[config.mk]
export PLATFORM = sky130hd
export DESIGN_NAME = playfield_writer
export DESIGN_NICKNAME = d
export VERILOG_FILES = /design/src/rtl/playfield_writer.sv
export SDC_FILE = /design/constraint.sdc
export NUM_CORES = 1
export LEC_CHECK = 0
export CORE_ASPECT_RATIO = 0.9
export CORE_MARGIN = 2
export CORE_UTILIZATION = 50
export CTS_CLUSTER_DIAMETER = 200
export DETAILED_ROUTE_END_ITERATION = 7
export PLACE_DENSITY = 0.81
export SETUP_SLACK_MARGIN = 0.4
export SLEW_MARGIN = 20
export SYNTH_ARGS = -nofsm -noshare
export SYNTH_HDL_FRONTEND = slang
export SYNTH_SLANG_ARGS = --single-unit
[constraint.sdc]
create_clock -name i_Clk -period 2.3 [get_ports i_Clk]
set_clock_uncertainty 0.1 [all_clocks]
set_input_delay 0.23 -clock i_Clk [delete_from_list [all_inputs] [get_ports i_Clk]]
set_output_delay 0.23 -clock i_Clk [all_outputs]
set_load 0.01 [all_outputs]
[src/rtl/playfield_writer.sv]
// CPU write port for the playfield tile RAM: pointer/data registers, auto-increment
// single writes, and a one-entry-per-clock fill engine for screen clears.
module playfield_writer #(
   parameter int          CPU_WIDTH = 12,
   parameter int          PF_AW     = 10,
   parameter int          PF_DW     = 8,
   parameter logic [1:0]  IO_SEL    = 2'h2
) (
   input  logic                 i_Clk,
   input  logic                 i_Reset_n,
   input  logic                 cpu_write,
   input  logic [CPU_WIDTH-1:0] cpu_addr,
   input  logic [CPU_WIDTH-1:0] cpu_wr_data,
   output logic [CPU_WIDTH-1:0] cpu_rd_data,
   output logic                 pf_write,
   output logic [PF_AW-1:0]     pf_write_addr,
   output logic [PF_DW-1:0]     pf_wr_data,
   output logic                 busy
);

   typedef enum logic {S_IDLE, S_FILL} state_t;

   localparam logic [PF_AW:0] MAX_CNT = {1'b1, {PF_AW{1'b0}}};
   localparam logic [PF_AW:0] ONE_CNT = {{PF_AW{1'b0}}, 1'b1};

   state_t            state_q, state_d;
   logic [PF_AW-1:0]  ptr_q, ptr_d;
   logic [PF_DW-1:0]  fill_val_q, fill_val_d;
   logic [PF_AW:0]    remaining_q, remaining_d;
   logic              error_q, error_d;
   logic              busy_q, busy_d;
   logic              pf_write_q, pf_write_d;
   logic [PF_AW-1:0]  pf_addr_q, pf_addr_d;
   logic [PF_DW-1:0]  pf_data_q, pf_data_d;

   logic              sel;
   logic              reg_wr;
   logic [PF_AW:0]    raw_cnt;
   logic [PF_AW:0]    fill_cnt;
   logic              unused_bits;

   assign sel         = (cpu_addr[CPU_WIDTH-1:CPU_WIDTH-2] == IO_SEL);
   assign reg_wr      = sel & cpu_write;
   assign raw_cnt     = cpu_wr_data[PF_AW:0];
   assign fill_cnt    = (raw_cnt > MAX_CNT) ? MAX_CNT : raw_cnt;
   assign unused_bits = ^{cpu_addr[CPU_WIDTH-3:2], cpu_wr_data[CPU_WIDTH-1:PF_AW+1]};

   // remaining counts writes still to issue after the current one; busy_q covers
   // every cycle that carries a fill write, so the last fill cycle still drops CPU writes.
   always_comb begin
      state_d     = state_q;
      ptr_d       = ptr_q;
      fill_val_d  = fill_val_q;
      remaining_d = remaining_q;
      error_d     = error_q;
      busy_d      = 1'b0;
      pf_write_d  = 1'b0;
      pf_addr_d   = pf_addr_q;
      pf_data_d   = pf_data_q;

      if (state_q == S_FILL) begin
         pf_write_d  = 1'b1;
         pf_addr_d   = ptr_q;
         pf_data_d   = fill_val_q;
         ptr_d       = ptr_q + 1'b1;
         remaining_d = remaining_q - 1'b1;
         busy_d      = 1'b1;
         if (remaining_q == ONE_CNT) begin
            state_d = S_IDLE;
         end
      end

      if (reg_wr) begin
         if (busy_q) begin
            error_d = 1'b1;
         end else begin
            case (cpu_addr[1:0])
               2'd0: ptr_d = cpu_wr_data[PF_AW-1:0];
               2'd1: begin
                  pf_write_d = 1'b1;
                  pf_addr_d  = ptr_q;
                  pf_data_d  = cpu_wr_data[PF_DW-1:0];
                  ptr_d      = ptr_q + 1'b1;
               end
               2'd2: begin
                  error_d = 1'b0;
                  if (fill_cnt != '0) begin
                     // The first fill entry is issued on the accepting edge.
                     pf_write_d  = 1'b1;
                     pf_addr_d   = ptr_q;
                     pf_data_d   = fill_val_q;
                     ptr_d       = ptr_q + 1'b1;
                     remaining_d = fill_cnt - 1'b1;
                     busy_d      = 1'b1;
                     state_d     = (fill_cnt == ONE_CNT) ? S_IDLE : S_FILL;
                  end
               end
               default: fill_val_d = cpu_wr_data[PF_DW-1:0];
            endcase
         end
      end
   end

   always_comb begin
      cpu_rd_data = '0;
      if (sel) begin
         cpu_rd_data[CPU_WIDTH-1] = busy_q;
         cpu_rd_data[CPU_WIDTH-2] = error_q;
         cpu_rd_data[PF_AW-1:0]   = ptr_q;
      end
   end

   always_ff @(posedge i_Clk or negedge i_Reset_n) begin
      if (!i_Reset_n) begin
         state_q     <= S_IDLE;
         ptr_q       <= '0;
         fill_val_q  <= '0;
         remaining_q <= '0;
         error_q     <= 1'b0;
         busy_q      <= 1'b0;
         pf_write_q  <= 1'b0;
         pf_addr_q   <= '0;
         pf_data_q   <= '0;
      end else begin
         state_q     <= state_d;
         ptr_q       <= ptr_d;
         fill_val_q  <= fill_val_d;
         remaining_q <= remaining_d;
         error_q     <= error_d;
         busy_q      <= busy_d;
         pf_write_q  <= pf_write_d;
         pf_addr_q   <= pf_addr_d;
         pf_data_q   <= pf_data_d;
      end
   end

   assign pf_write      = pf_write_q;
   assign pf_write_addr = pf_addr_q;
   assign pf_wr_data    = pf_data_q;
   assign busy          = busy_q;

endmodule

==> impl_metrics.csv <==
group,metric,value,unit
grt,grt_overflow_total,0,
floorplan,fp.dieW,87.6,µm
critical_path,critPathBufInv,0,
critical_path,cp-start-kind,"flip-flop",
placement,finalWeightedCongestion,0.921,
drt,vias_per_cell,5.77,
synth,synth_largest_area_cell,"dfrtp_1",
grt,grt_max_degree,27,
floorplan,start_util,51.4,%
synth,syn_area_per_cell,9.25,µm²
synth,synthesis.area,0.00315,mm²
placement,dp.cells,503,
critical_path,path_cells,"or3b_4 -> or3_4 -> or4_4 -> xor2_2 -> a22oi_2",
timing,setup_tns,0,ns
timing,fmax,488,MHz
cells_and_area,nNetsFinal,469,
pwr,pwr-share-clk,22.5,%
synth,synth_cells,340,
cts,clk_transition_reported_paths,0.09,ns
pwr,leakage,2.05,nW
pwr,p_int,1.93,mW
critical_path,worstPathMaxFanout,4,
hold_path,hold_path.class,"in -> reg",
cells_and_area,n_antenna_cell,0,
grt,grt_pass1_wl,14.5,mm
critical_path,critPathKind,"reg -> reg",
run,max_cap_viol_count,0,
timing,fin_ws,0.250,ns
placement,post-place-ws,-0.161,ns
floorplan,die_h,79.2,µm
timing,setup_viol,0,
drt,dr.first_iter.drc_count,212,
drt,firstDrtPassIters,5,
synth,synth-main-ff-cell,"dfrtp_1",
synth,async_flop_share,100,%
timing,slew_headroom,60.2,%
pwr,switching_share,32.4,%
timing,worst_pin_slew,0.597,ns
critical_path,critPathRequiredTime,2.43,ns
cells_and_area,finish.utilization,71.0,%
cells_and_area,area.growth.synth_to_final,38.1,%
grt,grt_util_all_layers,26.5,%
critical_path,critPathTopFamily,"simple AND/OR/NAND/NOR gates",
pwr,p_switching,927,µW
outcome,status,"finished, final reports clean",
placement,hpwl,6.25,mm
cts,cts_num_sinks,51,
timing,finalCritPeriodShare,89.1,%
pwr,p_seq_share,45.7,%
synth,synth_seq_cells,51,
critical_path,critPathCaptureType,"flip-flop",
pwr,peakVddDrop,0.000650,V
drt,wire_per_inst,17.0,µm
synth,syn_nets,377,
drt,drc,0,
critical_path,crit_arrival,2.18,ns
cts,clk_latency,0.30,ns
floorplan,num_rows,27,
synth,yosysWarnings,0,
cts,root_buffer,"clkbuf_8",
timing,finalHoldViolCount,0,
synth,synth_edf_count,0,
synth,seq_area_frac_synth,40.6,%
cts,cts_buffers,5,
floorplan,core_area,0.00611,mm²
cells_and_area,drive_gt1_share,23.3,%
drt,vias,3001,
cts,clockBufferDepth,2,
synth,ys_types,50,
grt,grt_pass1_vias,3127,
floorplan,design.die.area,0.00694,mm²
floorplan,io_pins,59,
drt,routed_wl,8.82,mm
timing,rsz0062_at_grt,"yes",
drt,antenna_left,0,
synth,synth_top_area_share,40.6,%
critical_path,crit_slowest_cell,"or4_4",
synth,synthTopCellsByArea,"dfrtp_1 41%, nand2_1 4.1%, ha_1 4.0%",
timing,finalMaxSlewViolations,0,
cts,cts_max_level,2,
timing,period_needed,2.05,ns
critical_path,cp_slowest_stage_delay,0.44,ns
cells_and_area,layout.cells.non_filler,520,
pwr,combPwrFrac,31.7,%
pwr,powerDensity,658,mW/mm²
cts,cts_tree,"done",
grt,antenna_found_initial,0,
placement,io_buffers,49,
[sequential cells by signal, summed over array words and instances (netlist names)]
name and count:
pf_write 1, state_q 1, fill_val_q 8, remaining_q 11, busy 1, ptr_q 10, error_q 1, pf_wr_data 8
pf_write_addr 10
[area by class of cell]
type | count | area, µm²
Inverter | 11 | 41.3
Tap cell | 87 | 109
Clock inverter | 2 | 35.0
Fill cell | 451 | 1770
Timing Repair Buffer | 100 | 893
Clock buffer | 6 | 82.6
Sequential cell | 51 | 1280
Multi-Input combinational cell | 263 | 1910
[worst register-to-register path, cell delays in order, from the launching register on]
cell	delay, ns
dfrtp_1	0.38
or3b_4	0.39
or3_4	0.35
or4_4	0.44
xor2_2	0.19
a22oi_2	0.12
[synthesized netlist by cell type (2+ instances only)]
| library cell | number |
|---|---|
| dfrtp_1 | 51 |
| nand2_1 | 34 |
| nor2_1 | 31 |
| a21oi_1 | 18 |
| o21ai_0 | 18 |
| and2_1 | 16 |
| inv_1 | 11 |
| mux2i_1 | 11 |
| a21o_1 | 10 |
| a31oi_1 | 10 |
| ha_1 | 10 |
| xnor2_1 | 10 |
| clkbuf_1 | 9 |
| mux2_2 | 9 |
| o211a_1 | 9 |
| nand3_1 | 8 |
| nor3_1 | 7 |
| xor2_1 | 7 |
| buf_2 | 6 |
| a22oi_1 | 5 |
| nand4_1 | 5 |
| a22o_1 | 3 |
| nand2b_1 | 3 |
| nor2b_1 | 3 |
| o211ai_1 | 3 |
| a221oi_1 | 2 |
| a22oi_2 | 2 |
| nand4b_1 | 2 |
| nor4_1 | 2 |
| nor4b_1 | 2 |
| o21ai_1 | 2 |
| o22ai_1 | 2 |
| o31a_1 | 2 |
[cells by family after synthesis]
| group | after synthesis | synth area share (%) |
|---|---|---|
| simple gates | 125 | 21.0 |
| compound gates | 91 | 19.7 |
| flops | 51 | 40.6 |
| buf+inv | 26 | 3.34 |
| mux | 20 | 6.72 |
| xor+xnor | 17 | 4.73 |
| fa+ha+maj | 10 | 3.98 |
[worst paths after layout]
path                           startpoint  slack [ns]        endpoint  cells past startpoint
max                        remaining_q[1]        0.25  remaining_q[7]                      5
min                        cpu_wr_data[8]        0.31        ptr_q[8]                      4
max reg2reg                remaining_q[1]        0.25  remaining_q[7]                      5
min reg2reg                       error_q        0.40         error_q                      1
max in group asynchronous       i_Reset_n        1.20  remaining_q[8]                      3
min in group asynchronous       i_Reset_n        0.36   fill_val_q[6]                      2
[cells in the final DEF (no fill, tap or decap), types with 4 or more instances in the layout]
cell,Yosys,routed
a21o_1,10,9
a21oi_1,18,17
a22oi_1,5,5
a31oi_1,10,10
and2_1,16,15
buf_4,0,46
clkbuf_8,0,6
clkdlybuf4s50_1,0,27
dfrtp_1,51,51
dlygate4sd2_1,0,17
ha_1,10,6
inv_1,11,11
mux2_2,9,9
mux2i_1,11,11
nand2_1,34,32
nand3_1,8,8
nand4_1,5,5
nor2_1,31,27
nor3_1,7,4
o211a_1,9,9
o21ai_0,18,18
xnor2_1,10,10
xor2_1,7,6
[routing by layer]
layer | vias to the layer above | global-route usage (%) | share of wire, % | wire length, µm
li1 | 1411 | - | - | -
met1 | 1463 | 33.2 | 42 | 3670
met2 | 107 | 45.5 | 51 | 4530
met3 | 20 | 3.85 | 4.9 | 436
met4 | 0 | 10.9 | 2.1 | 187
met5 | - | 0 | 0 | 0
[repair_timing]
action	CTS	global route
resized for setup	34	25
hold buffers	1	0
setup buffers	7	1
endpoints found under the setup margin	54	35
endpoints found under the hold margin	25	0
pin swaps	5	7
[through the flow]
stage / hold slack, ns / area, µm² / total power, mW
6_report: 0.313 / 4340 / 2.86
3_3_place_gp: 0.166 / 4020 / 2.14
2_1_floorplan: -0.166 / 3150 / 1.78
3_5_place_dp: 0.171 / 4020 / 2.19
5_1_grt: 0.341 / 4340 / 3.03
4_1_cts: 0.382 / 4260 / 2.85
[power groups by stage]
stage	clock, mW	combinational, mW	sequential (mW)
global route	0.687	0.998	1.34
floorplan	0	0.500	1.28
global placement	0	0.843	1.30
CTS	0.654	0.896	1.30
detailed placement	0	0.873	1.31
finish	0.644	0.907	1.31
Power figures use the tool's default switching activity.
